### config.mk
export PLATFORM = sky130hd
export DESIGN_NAME = iomem_ram_ctrl_flat
export DESIGN_NICKNAME = d
export VERILOG_FILES = /design/src/rtl/ceres_param.sv /design/src/rtl/iomem_ram_ctrl_if.sv /design/src/rtl/iomem_ram_ctrl.sv /design/src/flat_wrapper.sv
export SDC_FILE = /design/constraint.sdc
export NUM_CORES = 1
export LEC_CHECK = 0
export CAP_MARGIN = 0
export CORE_AREA = 2 2 231 233
export CTS_CLUSTER_DIAMETER = 200
export DETAILED_ROUTE_END_ITERATION = 8
export DIE_AREA = 0 0 233 235
export SLEW_MARGIN = 5
export SYNTH_ARGS = -nofsm -noshare
export SYNTH_HDL_FRONTEND = slang
export SYNTH_SLANG_ARGS = --single-unit
### constraint.sdc
create_clock -name clk_i -period 4.18 [get_ports clk_i]
set_input_delay 0.627 -clock clk_i [delete_from_list [all_inputs] [get_ports clk_i]]
set_output_delay 0.627 -clock clk_i [all_outputs]
set_load 0.05 [all_outputs]
### src/rtl/ceres_param.sv
// Shared types and constants for the IO-memory RAM controller.
// Pure declarations; no latency. No handshake of its own.
package ceres_param;

    typedef enum logic [1:0] {
        ST_IDLE  = 2'd0,
        ST_ISSUE = 2'd1,
        ST_WAIT  = 2'd2,
        ST_RESP  = 2'd3
    } state_t;

    localparam int LINE_W = 128;
    localparam int STRB_W = 16;
    localparam int CNT_W  = 8;

    localparam int          DEF_RAM_DELAY = 16;
    localparam int          DEF_RAM_DEPTH = 8192;
    localparam logic [31:0] DEF_BASE_ADDR = 32'h8000_0000;
    localparam logic [31:0] DEF_MASK_ADDR = 32'h000F_FFFF;

    function automatic logic addr_hit(input logic [31:0] addr,
                                      input logic [31:0] base,
                                      input logic [31:0] mask);
        return (addr & ~mask) == base;
    endfunction

endpackage

### src/rtl/iomem_ram_ctrl_if.sv
// Request/response bus plus RAM port of the IO-memory RAM controller.
// Wires only; no latency. Requester holds req_valid_i until res_valid_o.
interface iomem_ram_ctrl_if #(
    parameter int AW = 13
) ();

    logic                          req_valid_i;
    logic [31:0]                   req_addr_i;
    logic [ceres_param::LINE_W-1:0] req_data_i;
    logic [ceres_param::STRB_W-1:0] req_rw_i;

    logic                          res_valid_o;
    logic                          res_ready_o;
    logic [ceres_param::LINE_W-1:0] res_data_o;

    logic [AW-1:0]                 ram_addr_o;
    logic [ceres_param::LINE_W-1:0] ram_wdata_o;
    logic [ceres_param::STRB_W-1:0] ram_wr_en_o;
    logic                          ram_rd_en_o;
    logic [ceres_param::LINE_W-1:0] ram_rdata_i;

    modport slave (
        input  req_valid_i, req_addr_i, req_data_i, req_rw_i, ram_rdata_i,
        output res_valid_o, res_ready_o, res_data_o,
        output ram_addr_o, ram_wdata_o, ram_wr_en_o, ram_rd_en_o
    );

    modport master (
        output req_valid_i, req_addr_i, req_data_i, req_rw_i, ram_rdata_i,
        input  res_valid_o, res_ready_o, res_data_o,
        input  ram_addr_o, ram_wdata_o, ram_wr_en_o, ram_rd_en_o
    );

endinterface

### src/rtl/iomem_ram_ctrl.sv
// Single-outstanding RAM window controller: one 128-bit line per request.
// Latency RAM_DELAY cycles from accept to the one-cycle response pulse.
// Backpressure: res_ready_o only in IDLE; misses are never accepted.
module iomem_ram_ctrl
    import ceres_param::*;
#(
    parameter int          RAM_DELAY = DEF_RAM_DELAY,
    parameter int          RAM_DEPTH = DEF_RAM_DEPTH,
    parameter logic [31:0] BASE_ADDR = DEF_BASE_ADDR,
    parameter logic [31:0] MASK_ADDR = DEF_MASK_ADDR
) (
    input  logic             clk_i,
    input  logic             rst_i,
    iomem_ram_ctrl_if.slave  bus
);

    localparam int               AW       = $clog2(RAM_DEPTH);
    localparam logic [CNT_W-1:0] CNT_LOAD = CNT_W'(RAM_DELAY - 2);

    state_t              r_state;
    logic [AW-1:0]       r_addr;
    logic [LINE_W-1:0]   r_data;
    logic [STRB_W-1:0]   r_rw;
    logic [STRB_W-1:0]   r_wr_en;
    logic                r_rd_en;
    logic                r_cap;
    logic [CNT_W-1:0]    r_cnt;
    logic [LINE_W-1:0]   r_line;

    logic                w_hit;
    logic                w_is_rd;
    logic [LINE_W-1:0]   w_cap_line;

    assign w_hit      = bus.req_valid_i && addr_hit(bus.req_addr_i, BASE_ADDR, MASK_ADDR);
    assign w_is_rd    = (r_rw == '0);
    assign w_cap_line = w_is_rd ? bus.ram_rdata_i : '0;

    always_ff @(posedge clk_i) begin
        if (rst_i) begin
            r_state <= ST_IDLE;
            r_addr  <= '0;
            r_data  <= '0;
            r_rw    <= '0;
            r_wr_en <= '0;
            r_rd_en <= 1'b0;
            r_cap   <= 1'b0;
            r_cnt   <= '0;
            r_line  <= '0;
        end else begin
            r_rd_en <= 1'b0;
            r_wr_en <= '0;
            // RAM data arrives the cycle after ISSUE, whatever state that is
            r_cap   <= (r_state == ST_ISSUE);
            if (r_cap) begin
                r_line <= w_cap_line;
            end
            case (r_state)
                ST_IDLE: begin
                    if (w_hit) begin
                        r_addr  <= bus.req_addr_i[AW+3:4];
                        r_data  <= bus.req_data_i;
                        r_rw    <= bus.req_rw_i;
                        r_rd_en <= (bus.req_rw_i == '0);
                        r_wr_en <= bus.req_rw_i;
                        r_state <= ST_ISSUE;
                    end
                end
                ST_ISSUE: begin
                    r_cnt   <= CNT_LOAD;
                    r_state <= (RAM_DELAY == 2) ? ST_RESP : ST_WAIT;
                end
                ST_WAIT: begin
                    r_cnt <= r_cnt - CNT_W'(1);
                    if (r_cnt == CNT_W'(1)) begin
                        r_state <= ST_RESP;
                    end
                end
                ST_RESP: r_state <= ST_IDLE;
                default: r_state <= ST_IDLE;
            endcase
        end
    end

    assign bus.res_ready_o = (r_state == ST_IDLE);
    assign bus.res_valid_o = (r_state == ST_RESP);
    // With the shortest delay the capture cycle is RESP itself, so forward it
    assign bus.res_data_o  = (r_state == ST_RESP && r_cap) ? w_cap_line : r_line;
    assign bus.ram_addr_o  = r_addr;
    assign bus.ram_wdata_o = r_data;
    assign bus.ram_wr_en_o = r_wr_en;
    assign bus.ram_rd_en_o = r_rd_en;

endmodule

### src/flat_wrapper.sv
// flat-port wrapper written by rule: the top's interface ports become plain ports
module iomem_ram_ctrl_flat import ceres_param::*;
#(
    parameter int          RAM_DELAY = DEF_RAM_DELAY,
    parameter int          RAM_DEPTH = DEF_RAM_DEPTH,
    parameter logic [31:0] BASE_ADDR = DEF_BASE_ADDR,
    parameter logic [31:0] MASK_ADDR = DEF_MASK_ADDR
)
  (clk_i, rst_i, bus_req_valid_i, bus_req_addr_i, bus_req_data_i, bus_req_rw_i, bus_ram_rdata_i, bus_res_valid_o, bus_res_ready_o, bus_res_data_o, bus_ram_addr_o, bus_ram_wdata_o, bus_ram_wr_en_o, bus_ram_rd_en_o);
  iomem_ram_ctrl_if #(.AW((13))) bus_i ();
  input  logic clk_i;
  input  logic rst_i;
  input wire logic [$bits(bus_i.req_valid_i)-1:0] bus_req_valid_i;
  input wire logic [$bits(bus_i.req_addr_i)-1:0] bus_req_addr_i;
  input wire logic [$bits(bus_i.req_data_i)-1:0] bus_req_data_i;
  input wire logic [$bits(bus_i.req_rw_i)-1:0] bus_req_rw_i;
  input wire logic [$bits(bus_i.ram_rdata_i)-1:0] bus_ram_rdata_i;
  output wire logic [$bits(bus_i.res_valid_o)-1:0] bus_res_valid_o;
  output wire logic [$bits(bus_i.res_ready_o)-1:0] bus_res_ready_o;
  output wire logic [$bits(bus_i.res_data_o)-1:0] bus_res_data_o;
  output wire logic [$bits(bus_i.ram_addr_o)-1:0] bus_ram_addr_o;
  output wire logic [$bits(bus_i.ram_wdata_o)-1:0] bus_ram_wdata_o;
  output wire logic [$bits(bus_i.ram_wr_en_o)-1:0] bus_ram_wr_en_o;
  output wire logic [$bits(bus_i.ram_rd_en_o)-1:0] bus_ram_rd_en_o;
  assign bus_i.req_valid_i = bus_req_valid_i;
  assign bus_i.req_addr_i = bus_req_addr_i;
  assign bus_i.req_data_i = bus_req_data_i;
  assign bus_i.req_rw_i = bus_req_rw_i;
  assign bus_i.ram_rdata_i = bus_ram_rdata_i;
  assign bus_res_valid_o = bus_i.res_valid_o;
  assign bus_res_ready_o = bus_i.res_ready_o;
  assign bus_res_data_o = bus_i.res_data_o;
  assign bus_ram_addr_o = bus_i.ram_addr_o;
  assign bus_ram_wdata_o = bus_i.ram_wdata_o;
  assign bus_ram_wr_en_o = bus_i.ram_wr_en_o;
  assign bus_ram_rd_en_o = bus_i.ram_rd_en_o;
  iomem_ram_ctrl #(.RAM_DELAY(RAM_DELAY), .RAM_DEPTH(RAM_DEPTH), .BASE_ADDR(BASE_ADDR), .MASK_ADDR(MASK_ADDR)) u_core (.clk_i(clk_i), .rst_i(rst_i), .bus(bus_i));
endmodule
# Word level (Yosys, flattened, before mapping)
# Cells that the tools add are included.
[word_totals]
memories = 0
reg_bits = 313
rom_bits = 0
latchBits = 0
ram_bits = 0
input_bits = 307
[classes]
n_lt_le_gt_ge = 0
reduce_logical = 9
mul = 0
n_eq_ne = 7
shift = 0
add_sub_neg = 1
n_bitwise = 2
n_div = 0
n_mux = 6
[op_table]
columns = ["cell", "count"]
rows = [
  ["128-bit two-way mux", 2],
  ["16-bit zero test", 2],
  ["8-bit case mux with 2 select lines", 1],
  ["12-bit equality test (second input constant)", 1],
  ["8-bit by 1-bit equality test with 1-bit output (second input constant)", 1],
  ["2-bit case mux with 4 select lines", 1],
  ["8-bit by 1-bit subtractor with 8-bit output (second input constant)", 1],
  ["2-bit equality test (second input constant)", 2],
  ["2-bit two-way mux", 2],
  ["2-bit by 1-bit inequality test with 1-bit output (second input constant)", 2],
  ["2-bit AND reduction", 2],
  ["3-bit OR reduction", 1],
  ["2-bit by 1-bit equality test with 1-bit output (second input constant)", 1],
  ["1-bit logical AND", 2],
  ["2-bit zero test", 1],
  ["1-bit inverter", 2],
  ["2-bit nonzero test", 1],
]

# Depth between registers and ports, before layout
# Gate-level depths: netlist of run 1.
[logic_depth]
depth_word = 4
depth_mapped = 8
depth_no_buf = 6

# Worst setup path after synthesis of run 1
# No wires, ideal clock.
[synth_path]
kind = "flip-flop to output port"
from = "reg u_core.r_state[1]"
to = "out bus_res_data_o[126]"
stages_incl_launch_ff = 8
slack_ns = 0.729
t_arrival_ns = 2.824
cell_sequence = "dfxtp_1 -> ha_1 -> nand2_1 -> buf_2 -> clkbuf_1 -> clkbuf_1 -> buf_2 -> o21ai_0"
[synth_via]
elab_chain_cells = 3
[synth_rtl]
columns = ["element", "line_no", "text"]
rows = [
  ["from (decl)", "iomem_ram_ctrl.sv:20", "state_t r_state;"],
  ["from (signal assigned)", "iomem_ram_ctrl.sv:70", "r_state <= (RAM_DELAY == 2) ? ST_RESP : ST_WAIT;"],
  ["2-bit equality test", "-", ""],
  ["named net bus_res_valid_o", "flat_wrapper.sv:18", "output wire logic [$bits(bus_i.res_valid_o)-1:0] bus_res_valid_o;"],
  ["1-bit logical AND", "iomem_ram_ctrl.sv:87", "assign bus.res_data_o = (r_state == ST_RESP && r_cap) ? w_cap_line : r_line;"],
  ["128-bit two-way mux", "iomem_ram_ctrl.sv:87", ""],
  ["to (decl)", "flat_wrapper.sv:20", "output wire logic [$bits(bus_i.res_data_o)-1:0] bus_res_data_o;"],
]
# The timed path passes the listed nets, and every way through them passes these cells.

# Worst setup path after layout of run 1
[layout_path]
from = "reg u_core.r_rw[10]"
to = "out bus_res_data_o[127]"
[layout_via]
elab_chain_cells = 3
[layout_rtl]
columns = ["element", "line_no", "text"]
rows = [
  ["from (decl)", "iomem_ram_ctrl.sv:23", "logic [STRB_W-1:0] r_rw;"],
  ["from (signal assigned)", "iomem_ram_ctrl.sv:62", "r_rw <= bus.req_rw_i;"],
  ["16-bit zero test", "iomem_ram_ctrl.sv:35", "assign w_is_rd = (r_rw == '0);"],
  ["128-bit two-way mux", "iomem_ram_ctrl.sv:36", "assign w_cap_line = w_is_rd ? bus.ram_rdata_i : '0;"],
  ["128-bit two-way mux", "iomem_ram_ctrl.sv:87", ""],
]
# No other way between the ends.

==> results of run 1 <==
-- metrics by stage --
stage	setup WS [ns]	util	area [um^2]	std cells
2_1_floorplan	0.7289	-	13690	1825
3_5_place_dp	0.7549	0.3823	19970	2936
4_1_cts	0.1412	0.4049	21150	3000
3_3_place_gp	0.7823	0.3823	19970	2936
5_1_grt	0.01336	0.4056	21180	3014
6_report	0.2339	0.4056	21190	3015
-- worst max-delay path: cells and delay by family (launching register included) --
family | cells | cell delay (ns)
AO/OA/AOI/OAI | 1 | 0.24
buffers and inverters | 2 | 1.17
AND/OR/NAND/NOR | 3 | 0.99
flip-flops | 1 | 0.31
-- cells in the final DEF (no fill, tap or decap), types with 9 or more instances in the layout --
cell,n
sky130_fd_sc_hd__a21oi_1,287
sky130_fd_sc_hd__and2_1,16
sky130_fd_sc_hd__buf_12,11
sky130_fd_sc_hd__buf_4,21
sky130_fd_sc_hd__clkbuf_1,9
sky130_fd_sc_hd__clkbuf_16,37
sky130_fd_sc_hd__clkbuf_8,12
sky130_fd_sc_hd__clkdlybuf4s50_1,579
sky130_fd_sc_hd__dfxtp_1,312
sky130_fd_sc_hd__diode_2,15
sky130_fd_sc_hd__nand2_1,259
sky130_fd_sc_hd__nand2b_1,130
sky130_fd_sc_hd__nand3_1,286
sky130_fd_sc_hd__nor4_1,10
sky130_fd_sc_hd__o21ai_0,266
sky130_fd_sc_hd__o21ai_1,20
-- final timing paths --
path | to | slack [ns] | cells after the start
max | bus_res_data_o[127] | 0.23 | 6
min | u_core.r_line[29]$_SDFFE_PP0P_ | 0.47 | 2
max reg2reg | u_core.bus.ram_wr_en_o[2]$_SDFF_PP0_ | 1.83 | 5
min reg2reg | u_core.r_line[29]$_SDFFE_PP0P_ | 0.47 | 2
-- power by group --
part           total (mW)  switching [mW]  internal (mW)  leakage, nW
clock                3.17            1.32           1.85        0.583
sequential           3.21          0.0871           3.13         2.52
combinational        1.75            1.05          0.706         4.03
-- synthesized netlist by cell type, types with 2 or more instances --
| cell type | number |
|---|---|
| sky130_fd_sc_hd__a21oi_1 | 287 |
| sky130_fd_sc_hd__a311oi_1 | 2 |
| sky130_fd_sc_hd__and2_1 | 16 |
| sky130_fd_sc_hd__buf_1 | 2 |
| sky130_fd_sc_hd__buf_2 | 56 |
| sky130_fd_sc_hd__buf_4 | 3 |
| sky130_fd_sc_hd__clkbuf_1 | 128 |
| sky130_fd_sc_hd__dfxtp_1 | 313 |
| sky130_fd_sc_hd__ha_1 | 6 |
| sky130_fd_sc_hd__inv_1 | 8 |
| sky130_fd_sc_hd__nand2_1 | 260 |
| sky130_fd_sc_hd__nand2b_1 | 130 |
| sky130_fd_sc_hd__nand3_1 | 286 |
| sky130_fd_sc_hd__nor2_1 | 8 |
| sky130_fd_sc_hd__nor4_1 | 10 |
| sky130_fd_sc_hd__nor4b_1 | 3 |
| sky130_fd_sc_hd__o21ai_0 | 266 |
| sky130_fd_sc_hd__o21ai_1 | 20 |
| sky130_fd_sc_hd__xnor2_1 | 3 |
| sky130_fd_sc_hd__xor2_1 | 2 |
-- cell families after synthesis --
logic type	after synthesis
AND/OR/NAND/NOR	723
multiplexers	1
adder cells (fa/ha/maj)	6
AO/OA/AOI/OAI	580
XOR/XNOR	5
buffers and inverters	197
flip-flops	313
-- routing by layer --
metal	wire, um	vias up
li1	-	7199
met1	20460	6904
met2	25400	578
met3	5714	102
met4	2224	2
met5	8	-
-- flip-flops by register name, summed over array words and instances, names as in the netlist --
signal	flops
u_core.bus.ram_wdata_o	128
u_core.r_line	128
u_core.r_cap	1
u_core.bus.ram_addr_o	13
u_core.r_cnt	8
u_core.r_state	2
u_core.bus.ram_wr_en_o	16
u_core.bus.ram_rd_en_o	1
u_core.r_rw	16
-- layout make-up --
| class | count | area [um^2] |
|---|---|---|
| inverter | 8 | 32.53 |
| multi-input combinational | 1315 | 6616 |
| timing repair buffer | 612 | 6188 |
| fill | 5282 | 31050 |
| tap | 688 | 860.8 |
| sequential | 313 | 6270 |
| clock buffer | 58 | 1125 |
| clock inverter | 6 | 56.30 |
| antenna | 15 | 37.54 |
==> metrics.sh, run 1 <==
POSTCTSSETUPREPAIRBUFS=0
CLOCK_TREE.HTREE_LEVEL_COUNT=2
POWER_DENSITY_nW_PER_UM2=384.0
DETAILEDROUTE.FIRSTPASSITERATIONCOUNT=7
PIN_COUNT_OF_THE_BIGGEST_NET_ENTERING_GLOBAL_ROUTING=257
SEQUENTIAL_ELEMENT_SHARE_OF_THE_SYNTHESIZED_AREA=0.4579
PLACE.GP.CONGESTION=0.8537
CLOCK-ROOT-BUFFER='sky130_fd_sc_hd__clkbuf_16'
SYNTHESIS.INSTANCES=1825
YS_FF_LATCH=313
ROUTED-VIA-COUNT=14790
TRITONCTS_NUM_SINKS=313
MAXCAPVIOLATIONS=0
DIE_AREA_UM2=54760
FIN_TNS_SETUP_NS=0
GRT_FIRST_PASS_WIRELENGTH_UM=80340
SYNTH_AREA_LEADERS='sky130_fd_sc_hd__dfxtp_1 (46%), sky130_fd_sc_hd__a21oi_1 (10%), sky130_fd_sc_hd__nand3_1 (10%), sky130_fd_sc_hd__o21ai_0 (9.7%), sky130_fd_sc_hd__nand2_1 (7.1%)'
NNETSFINAL=2600
CTS_RESIZED=0
PATH_MAX_FANOUT=63
DESIGN_POWER_TOTAL_mW=8.135
DETAIL_ROUTE.ITER0.VIOLATIONS=1223
SYNTH.TOP_CELL.AREA_SHARE=0.4579
DRIVE_ABOVE_1_SHARE=0.04239
CLKLATENCYLATEPIN_NS=0.55
CRIT_PATH_START='u_core.r_rw[10]$_SDFFE_PP0P_'
FINALWORSTPATHREQUIREDPERIOD_NS=3.946
TRITONCTS='done'
FINAL-HOLD-VIOLATION-COUNT=0
PLACEABLECOREAREA_UM2=52240
CELLLEAKAGEPOWER_nW=7.131
SYNTH_COMPOUND_AREA_FRAC=0.2144
GRT_PASS1_VIAS=13910
GROUTE.LAYER.MET2.USAGE=0.3025
SYNTH_TOP_FAMILY_BY_AREA='simple AND/OR/NAND/NOR gates'
WORSTHOLDSTART='u_core.r_line[29]$_SDFFE_PP0P_'
SYNTH.AVG_CELL_AREA_UM2=7.499
SYNTH_TOP_CELL_BY_AREA='sky130_fd_sc_hd__dfxtp_1'
SETUP_VIOLATIONS=0
WORST_SETUP_PATH_END_KIND='output port'
TIMING.SETUP.CRITICAL_PATH_CLASS='reg -> out'
GRT_OVERFLOW=0
ROUTED_WIRELENGTH_UM=53800
GRT_BUSIEST_LAYER='met2'
GLOBAL_ROUTE.USAGE.MET3=0.07609
MAX_FREQ_MHz=253.4
GRT.MET1_USAGE=0.2072
SYNTH.MUX.AREA_FRACTION=0.0007314
ANT_NETS=0
FP-ROW-COUNT=84
WORST_EP_ARRIVAL_TIME_NS=3.32
SYNTH-XOR-AREA-SHARE=0.003200
CTS.HOLD.BUFFERS_ADDED=0
SYNTH_FLOP_CELL='sky130_fd_sc_hd__dfxtp_1'
ROUTE.DETAILED.VIAS_PER_INST=4.904
RSZ0062_AT_GRT='false'
GROUTE.USAGE.OVERALL=0.1853
DIE_WIDTH_UM=233
SYNTH-EDFF-COUNT=0
SYN_TO_FINAL_GROWTH_PCT=54.81
MIN_PERIOD_OVER_PERIOD=0.9440
STATUS='complete, no violations'
CRIT-REG2REG-LAUNCH='u_core.r_state[0]$_SDFFE_PP0P_'
DIEHEIGHT_UM=235
MAX_STAGE_DELAY_NS=0.86
POST_SYNTH_INSTANCE_AREA_UM2=13690
CRIT_CHAIN='nor4_1 -> and4_4 -> buf_12 -> nand2_1 -> o21ai_0 -> clkdlybuf4s50_1'
ASYNC_FLOP_SHARE=0
MAX-VDD-IR-DROP_uV=265.1
WORST_CLOCK_SKEW_NS=0.01690
CTS_INSERTED_BUFFERS=37
CLOCK_TREE.BUFFER_DEPTH=3
ANTENNA_FOUND_INITIAL=20
SYNTHADDERAREAFRAC=0.005485
DRCVIOLATIONCOUNT=0
TIMING.FINAL.MAX_SLEW_VIOLATIONS=0
SYN-NUM-NETS=2138
WORSTMARGINPINSLEW_NS=1.045
PORT-BUFFER-COUNT=587
INITIAL_UTILIZATION=0.2620
TOTAL_HALF_PERIMETER_WIRELENGTH_AFTER_LEGALIZATION_AND_DETAILED_PLACEMENT_UM=36610
CRIT_PATH_START_KIND='flop'
TIMING.SLEW.HEADROOM=0.3032
TYPE_OF_THE_MOST_CRITICAL_HOLD_PATH='reg -> reg'
CRITICAL-PATH-SLOWEST-CELL='sky130_fd_sc_hd__clkdlybuf4s50_1'
ROUTE.DETAILED.WL_PER_INST_UM=17.84
SYNTH-WARNING-COUNT=0
YOSYS.AREA_SHARE.SIMPLE=0.2584
FLOORPLAN.IO_PINS=595
YOSYSUNIQUECELLTYPES=36
FIN_WORST_HOLD_SLACK_NS=0.4696
REQUIRED_NS=3.55
CTS.REPORTEDPATHS.CLKPINSLEW_NS=0.06
(Power assumes the default switching activity.)
==> run 2, diff against run 1 <==
--- a/config.mk
+++ b/config.mk
@@ -7,7 +7,8 @@
 export LEC_CHECK = 0
 export CAP_MARGIN = 0
 export CORE_AREA = 2 2 231 233
-export CTS_CLUSTER_DIAMETER = 200
+export CTS_BUF_LIST = sky130_fd_sc_hd__clkbuf_16
+export CTS_CLUSTER_DIAMETER = 60
 export DETAILED_ROUTE_END_ITERATION = 8
 export DIE_AREA = 0 0 233 235
 export SLEW_MARGIN = 5
==> run 2 against run 1 <==
Effect of this change: critical path depth did not move; global-route usage barely moved; largest cell class unchanged; maximum frequency rose by 0.35%; largest power group is now clock; design area rose by 0.45%.
==> metrics.sh, run 2 (same netlist as run 1, synthesis figures left out) <==
MOST-COMMON-LAYOUT-CELLS='sky130_fd_sc_hd__clkdlybuf4s50_1 (579), sky130_fd_sc_hd__dfxtp_1 (312), sky130_fd_sc_hd__a21oi_1 (287)'
GRT_OVERFLOW=0  # unchanged
MAX_STAGE_DELAY_NS=0.85  # about the same
CRIT-REG2REG-LAUNCH='u_core.r_state[0]$_SDFFE_PP0P_'
R2R_CELLS=5  # unchanged
TIMING.SETUP.CRITICAL_PATH_CLASS='reg -> out'
CTS_INSERTED_BUFFERS=41  # +11%
TOTAL_SWITCHING_POWER_mW=2.551  # +4.0%
NNETSFINAL=2604  # +0.15%
REQUIRED_NS=3.55  # about the same
ROUTED_WIRELENGTH_UM=53790  # about the same
CTS_RESIZED=0  # unchanged
ROUTE.DETAILED.VIAS_PER_INST=4.913  # +0.18%
POSTCTSSETUPREPAIRBUFS=0  # unchanged
SETUP_VIOLATIONS=0  # unchanged
ANTENNA_FOUND_INITIAL=20  # unchanged
MIN_PERIOD_OVER_PERIOD=0.9408  # -0.003257
FINAL_AREA_UM2=21280  # +0.45%
CRIT_PATH_START='u_core.r_rw[10]$_SDFFE_PP0P_'
INTERNAL_POWER_mW=5.794  # +2.0%
CTS.HOLD.BUFFERS_ADDED=0  # unchanged
GROUTE.USAGE.OVERALL=0.1854  # about the same
WORST_SETUP_PATH_END_KIND='output port'
DIEHEIGHT_UM=235  # unchanged
DRIVE_ABOVE_1_SHARE=0.04267  # +0.0002849
FINAL-HOLD-VIOLATION-COUNT=0  # unchanged
DETAILEDROUTE.FIRSTPASSITERATIONCOUNT=5  # -2
MAX-VDD-IR-DROP_uV=292.6  # +10%
GRT_FIRST_PASS_WIRELENGTH_UM=80400  # about the same
PATH_DELAY_FAMILY='buffers and inverters'
TYPE_OF_THE_MOST_CRITICAL_HOLD_PATH='reg -> reg'
PLACEABLECOREAREA_UM2=52240  # unchanged
CLOCK_TREE.HTREE_LEVEL_COUNT=2  # unchanged
FP-ROW-COUNT=84  # unchanged
FIN_TNS_SETUP_NS=0  # unchanged
TRITONCTS_NUM_SINKS=313  # unchanged
DETAIL_ROUTE.ITER0.VIOLATIONS=1128  # -7.8%
CTS.REPORTEDPATHS.CLKPINSLEW_NS=0.06  # about the same
MAX_FREQ_MHz=254.3  # +0.35%
TIMING.SLEW.HEADROOM=0.2842  # -0.01894
CLOCK_TREE.BUFFER_DEPTH=3  # unchanged
DIE_AREA_UM2=54760  # unchanged
ROUTE.DETAILED.WL_PER_INST_UM=17.80  # -0.25%
COMBPWRFRAC=0.210  # -0.006
REG2REG_SLACK_NS=1.84  # about the same
POWER.SWITCHING_FRACTION=0.3057  # +0.004196
WORST_CLOCK_SKEW_NS=0.03014  # +0.01325 ns
TIMING.FINAL.MAX_SLEW_VIOLATIONS=0  # unchanged
RSZ0062_AT_GRT='false'
PATH_MAX_FANOUT=63  # unchanged
RR_ENDPOINT='u_core.bus.ram_wr_en_o[2]$_SDFF_PP0_'
DIE_WIDTH_UM=233  # unchanged
STATUS='complete, no violations'
ROUTED-VIA-COUNT=14850  # +0.41%
PORT-BUFFER-COUNT=587  # unchanged
MAXCAPVIOLATIONS=0  # unchanged
TRITONCTS='done'
FINALWORSTPATHREQUIREDPERIOD_NS=3.932  # -0.01361 ns
CELLLEAKAGEPOWER_nW=7.216  # +1.2%
ANT_NETS=0  # unchanged
FLOORPLAN.IO_PINS=595  # unchanged
GRT_PASS1_VIAS=13960  # +0.30%
CRIT_CHAIN='nor4_1 -> and4_4 -> buf_12 -> nand2_1 -> o21ai_0 -> clkdlybuf4s50_1'
CLOCK-ROOT-BUFFER='sky130_fd_sc_hd__clkbuf_16'
INITIAL_UTILIZATION=0.2620  # unchanged
POWER_DENSITY_nW_PER_UM2=392.1  # +2.1%
PIN_COUNT_OF_THE_BIGGEST_NET_ENTERING_GLOBAL_ROUTING=257  # unchanged
TOTAL_HALF_PERIMETER_WIRELENGTH_AFTER_LEGALIZATION_AND_DETAILED_PLACEMENT_UM=36610  # unchanged
PLACE.GP.CONGESTION=0.8537  # unchanged
CLKLATENCYLATEPIN_NS=0.57  # +0.02 ns
MOSTFREQUENTLAYOUTCELL='sky130_fd_sc_hd__clkdlybuf4s50_1'
WORSTSETUPENDPOINT='bus_res_data_o[127]'
POSTPLACECELLAREA_UM2=19970  # unchanged
P_SEQ_FRAC=0.385  # -0.010
DESIGN_POWER_TOTAL_mW=8.346  # +2.6%
CRIT_PATH_START_KIND='flop'
CRITICAL-PATH-SLOWEST-CELL='sky130_fd_sc_hd__clkdlybuf4s50_1'
CP.BUFFERS_INVERTERS=2  # unchanged
WORSTMARGINPINSLEW_NS=1.074  # +0.02841 ns
WORST_EP_ARRIVAL_TIME_NS=3.31  # about the same
DRCVIOLATIONCOUNT=0  # unchanged
P_CLK_FRAC=0.404  # +0.015
SYN_TO_FINAL_GROWTH_PCT=55.51
WORSTSETUPPATHDEPTH=6  # unchanged
==> run 2: power by group through the flow <==
stage | logic (mW) | clock network (mW) | registers [mW]
finish | 1.76 | 3.37 | 3.21
global route | 1.90 | 3.60 | 3.23
CTS | 1.76 | 3.49 | 3.21
detailed placement | 1.76 | 0 | 3.28
global placement | 1.74 | 0 | 3.27
floorplan | 1.05 | 0 | 3.26
==> run 2: layout make-up <==
cell class                 instances  area, um^2
antenna                           14       35.03
clock buffer                      42        1051
clock inverter                    30       229.0
fill                            5275       30950
inverter                           8       32.53
multi-input combinational       1315        6616
sequential                       313        6270
tap                              688       860.8
timing repair buffer             612        6188
==> run 2: worst register-to-register path: stages, from the launching register on <==
cell,delay [ns]
sky130_fd_sc_hd__dfxtp_1,0.33
sky130_fd_sc_hd__inv_1,0.12
sky130_fd_sc_hd__ha_1,0.33
sky130_fd_sc_hd__inv_4,0.29
sky130_fd_sc_hd__nor3_2,0.95
sky130_fd_sc_hd__and2_1,0.25
==> run 2: worst min path at each step <==
stage,startpoint,to,slack (ns),depth (start not counted)
2_1_floorplan,u_core.r_rw[13]$_SDFFE_PP0P_,u_core.r_rw[13]$_SDFFE_PP0P_,0.45,2
3_3_place_gp,u_core.bus.ram_wdata_o[35]$_SDFFE_PP0P_,u_core.bus.ram_wdata_o[35]$_SDFFE_PP0P_,0.46,2
3_5_place_dp,u_core.r_line[89]$_SDFFE_PP0P_,u_core.r_line[89]$_SDFFE_PP0P_,0.46,2
4_1_cts,u_core.r_line[98]$_SDFFE_PP0P_,u_core.r_line[98]$_SDFFE_PP0P_,0.47,2
5_1_grt,u_core.r_line[29]$_SDFFE_PP0P_,u_core.r_line[29]$_SDFFE_PP0P_,0.48,2
6_report,u_core.r_line[98]$_SDFFE_PP0P_,u_core.r_line[98]$_SDFFE_PP0P_,0.47,2
==> run 2: per-layer routing <==
layer	wire length [um]	up-vias	share of wire	track usage
met4	2268	2	0.042	0.1029
met5	8	-	0.00015	0
li1	-	7213	-	-
met1	20310	6938	0.38	0.2071
met3	5732	100	0.11	0.07391
met2	25470	593	0.47	0.2995
==> run 2: per-stage QoR <==
| stage | cells | util | worst slack (ns) | hold WS [ns] |
|---|---|---|---|---|
| 2_1_floorplan | 1825 | - | 0.7289 | 0.4493 |
| 3_3_place_gp | 2936 | 0.3823 | 0.7823 | 0.4555 |
| 3_5_place_dp | 2936 | 0.3823 | 0.7549 | 0.4606 |
| 4_1_cts | 3008 | 0.4068 | 0.1288 | 0.4707 |
| 5_1_grt | 3022 | 0.4074 | 0.01385 | 0.4848 |
| 6_report | 3022 | 0.4074 | 0.2476 | 0.4688 |
==> run 3, diff against run 2 <==
==> constraint.sdc (replaced) <==
create_clock -name clk_i -period 4.3 [get_ports clk_i]
set_input_delay 0.645 -clock clk_i [delete_from_list [all_inputs] [get_ports clk_i]]
set_output_delay 0.645 -clock clk_i [all_outputs]
set_load 0.05 [all_outputs]
==> run 3 against run 2 <==
Effect of this change: utilization increased by 0.20 points; cell count about the same; global-route usage increased by 0.18 points; clock skew increased by 0.0040 ns; sequential power decreased by 2%; clock-buffer cell count unchanged; critical path type unchanged; largest power group unchanged.
==> metrics.sh, run 3 (same netlist as run 1, synthesis figures left out) <==
STATUS='complete, no violations'
POWER_DENSITY_nW_PER_UM2=386.2  # -1.5%
REGISTER_AREA_UM2=6270  # unchanged
COMBPWRFRAC=0.204  # -0.006
CLOCK_TREE.HTREE_LEVEL_COUNT=2  # unchanged
PATH_MAX_FANOUT=80  # +27%
TIMING.SETUP.CRITICAL_PATH_CLASS='reg -> out'
TRITONCTS_NUM_SINKS=313  # unchanged
P_CLK_FRAC=0.416  # +0.012
FINALWORSTPATHREQUIREDPERIOD_NS=4.042
WORSTMARGINPINSLEW_NS=1.104  # +0.03006 ns
CRIT-REG2REG-LAUNCH='u_core.r_cap$_SDFF_PP0_'
ROUTED-VIA-COUNT=14850  # +0.034%
ROUTE.DETAILED.VIAS_PER_INST=4.909  # about the same
DETAILEDROUTE.FIRSTPASSITERATIONCOUNT=5  # unchanged
INITIAL_UTILIZATION=0.2620  # unchanged
CLOCK-ROOT-BUFFER='sky130_fd_sc_hd__clkbuf_16'
POSTLAYOUTCOREUTIL=0.4095  # +0.002012
FLOORPLAN.IO_PINS=595  # unchanged
GRT_FIRST_PASS_WIRELENGTH_UM=81270  # +1.1%
WORSTSETUPPATHDEPTH=6  # unchanged
SETUP_VIOLATIONS=0  # unchanged
GROUTE.USAGE.OVERALL=0.1872  # +0.001759
PLACE.GP.CONGESTION=0.8465  # -0.84%
DIEHEIGHT_UM=235  # unchanged
FINAL-HOLD-VIOLATION-COUNT=0  # unchanged
CTS_RESIZED=0  # unchanged
WORSTHOLDSTART='u_core.r_line[125]$_SDFFE_PP0P_'
DESIGN_POWER_TOTAL_mW=8.260  # -1.0%
INTERNAL_POWER_mW=5.751  # -0.75%
FILL_CELLS=5300  # +0.47%
CELLLEAKAGEPOWER_nW=7.277  # +0.84%
MIN_PERIOD_OVER_PERIOD=0.9399
WORST_HOLD_PATH.ENDPOINT='u_core.r_line[125]$_SDFFE_PP0P_'
POSTCTSSETUPREPAIRBUFS=0  # unchanged
CRIT_PATH_START_KIND='flop'
RR_ENDPOINT='u_core.r_line[54]$_SDFFE_PP0P_'
R2R_CELLS=4  # -1
DETAIL_ROUTE.ITER0.VIOLATIONS=933  # -17%
MULTI_INPUT_COMB_AREA_UM2=6616  # unchanged
TIMING.FINAL.MAX_SLEW_VIOLATIONS=0  # unchanged
REG2REG_SLACK_NS=1.56  # -0.28 ns
CTS_INSERTED_BUFFERS=41  # unchanged
DRCVIOLATIONCOUNT=0  # unchanged
POWER.SWITCHING_FRACTION=0.3037  # -0.001954
CRITICAL-PATH-SLOWEST-CELL='sky130_fd_sc_hd__clkdlybuf4s50_1'
CLOCK_TREE.BUFFER_DEPTH=3  # unchanged
ANT_NETS=0  # unchanged
ROUTED_WIRELENGTH_UM=54030  # +0.44%
DRIVE_ABOVE_1_SHARE=0.04719  # +0.004518
REQUIRED_NS=3.65  # +0.10 ns
MAX_STAGE_DELAY_NS=0.86  # about the same
PRE_CTS_WS_NS=0.8459  # +0.09106 ns
FIN_WS_NS=0.2583  # +0.01073 ns
CP.BUFFERS_INVERTERS=2  # unchanged
DIE_AREA_UM2=54760  # unchanged
FIN_WORST_HOLD_SLACK_NS=0.4671  # -0.001686 ns
PIN_COUNT_OF_THE_BIGGEST_NET_ENTERING_GLOBAL_ROUTING=141  # -45%
WHS_PATH_DEPTH=2  # unchanged
DIE_WIDTH_UM=233  # unchanged
FIN_TNS_SETUP_NS=0  # unchanged
ROUTE.DETAILED.WL_PER_INST_UM=17.86  # +0.34%
MAX_FREQ_MHz=247.4
RSZ0062_AT_GRT='false'
TYPE_OF_THE_MOST_CRITICAL_HOLD_PATH='reg -> reg'
CRIT_CHAIN='nor4_1 -> and4_4 -> buf_12 -> nand2_1 -> o21ai_0 -> clkdlybuf4s50_1'
GRT_PASS1_VIAS=14070  # +0.83%
TIMING.SLEW.HEADROOM=0.2642  # -0.02004
TRITONCTS='done'
WORST_EP_ARRIVAL_TIME_NS=3.40  # +0.09 ns
PORT-BUFFER-COUNT=587  # unchanged
PLACEABLECOREAREA_UM2=52240  # unchanged
SYN_TO_FINAL_GROWTH_PCT=56.28
MAX-VDD-IR-DROP_uV=247.9  # -15%
GRT_OVERFLOW=0  # unchanged
ANTENNA_FOUND_INITIAL=16  # -20%
NNETSFINAL=2613  # +0.35%
CTS.HOLD.BUFFERS_ADDED=0  # unchanged
CLKLATENCYLATEPIN_NS=0.57  # about the same
PATH_DELAY_FAMILY='buffers and inverters'
P_SEQ_FRAC=0.380  # -0.005
MAXCAPVIOLATIONS=0  # unchanged
CTS.REPORTEDPATHS.CLKPINSLEW_NS=0.06  # about the same
MOST-COMMON-LAYOUT-CELLS='sky130_fd_sc_hd__clkdlybuf4s50_1 (584), sky130_fd_sc_hd__dfxtp_1 (312), sky130_fd_sc_hd__a21oi_1 (287)'
TOTAL_HALF_PERIMETER_WIRELENGTH_AFTER_LEGALIZATION_AND_DETAILED_PLACEMENT_UM=37290  # +1.8%
WORST_SETUP_PATH_END_KIND='output port'
WORST_CLOCK_SKEW_NS=0.03418  # +0.004037 ns
FP-ROW-COUNT=84  # unchanged
TOTAL_SWITCHING_POWER_mW=2.509  # -1.7%
MOSTFREQUENTLAYOUTCELL='sky130_fd_sc_hd__clkdlybuf4s50_1'
-- run 3: changes by cell type in the layout (fill, tap and decap cells not counted), sizes merged --
cell	delta
clkinv	+1
clkinvlp	+1
diode	-8
bufinv	+2
clkdlybuf4s50	+5
inv	-2
buf	+4
-- run 3: final cells by class --
| cell class | instances | area share |
|---|---|---|
| clock inverters | 32 | 0.01398 |
| repair buffers | 621 | 0.2919 |
| diodes | 6 | 0.0007020 |
| well taps | 688 | 0.04025 |
| multi-input cells | 1315 | 0.3093 |
| inverters | 8 | 0.001521 |
| clock buffers | 42 | 0.04914 |
| flip-flops and latches | 313 | 0.2931 |
-- run 3: per-layer routing --
metal | global-route usage | routed length (um) | vias to the layer above
met1 | 0.2085 | 20710 | 6974
li1 | - | - | 7217
met3 | 0.07585 | 5617 | 86
met2 | 0.3217 | 26180 | 572
met5 | 0 | 10 | -
met4 | 0.06196 | 1504 | 2
-- run 3: worst max-delay path by stage --
stage / from / end / slack (ns)
after floorplan: u_core.r_state[1]$_SDFFE_PP0P_ / bus_res_data_o[126] / 0.83
after global placement: u_core.r_rw[10]$_SDFFE_PP0P_ / bus_res_data_o[33] / 0.81
after detailed placement: u_core.r_rw[10]$_SDFFE_PP0P_ / bus_res_data_o[33] / 0.85
after CTS: u_core.r_rw[10]$_SDFFE_PP0P_ / bus_res_data_o[33] / 0.22
after global routing: u_core.r_rw[15]$_SDFFE_PP0P_ / bus_res_data_o[99] / 0.06
final: u_core.r_rw[15]$_SDFFE_PP0P_ / bus_res_data_o[99] / 0.26
-- run 3: power by group through the flow --
stage	clock network [mW]	registers, mW	logic (mW)
after global routing	3.65	3.16	1.81
after CTS	3.53	3.14	1.69
after detailed placement	0	3.20	1.68
after global placement	0	3.19	1.66
final	3.44	3.14	1.68
after floorplan	0	3.17	1.02
-- run 3: per-stage QoR --
stage               instances  instance area [um^2]
global route             3025                 21390
finish                   3025                 21390
detailed placement       2945                 20020
global placement         2945                 20020
floorplan                1825                 13690
CTS                      3019                 21370
-- run 3: worst min-delay path, cell delays in order (launching register included) --
cell and delay (ns):
sky130_fd_sc_hd__dfxtp_1 0.30, sky130_fd_sc_hd__nand2b_1 0.06, sky130_fd_sc_hd__a21oi_1 0.05
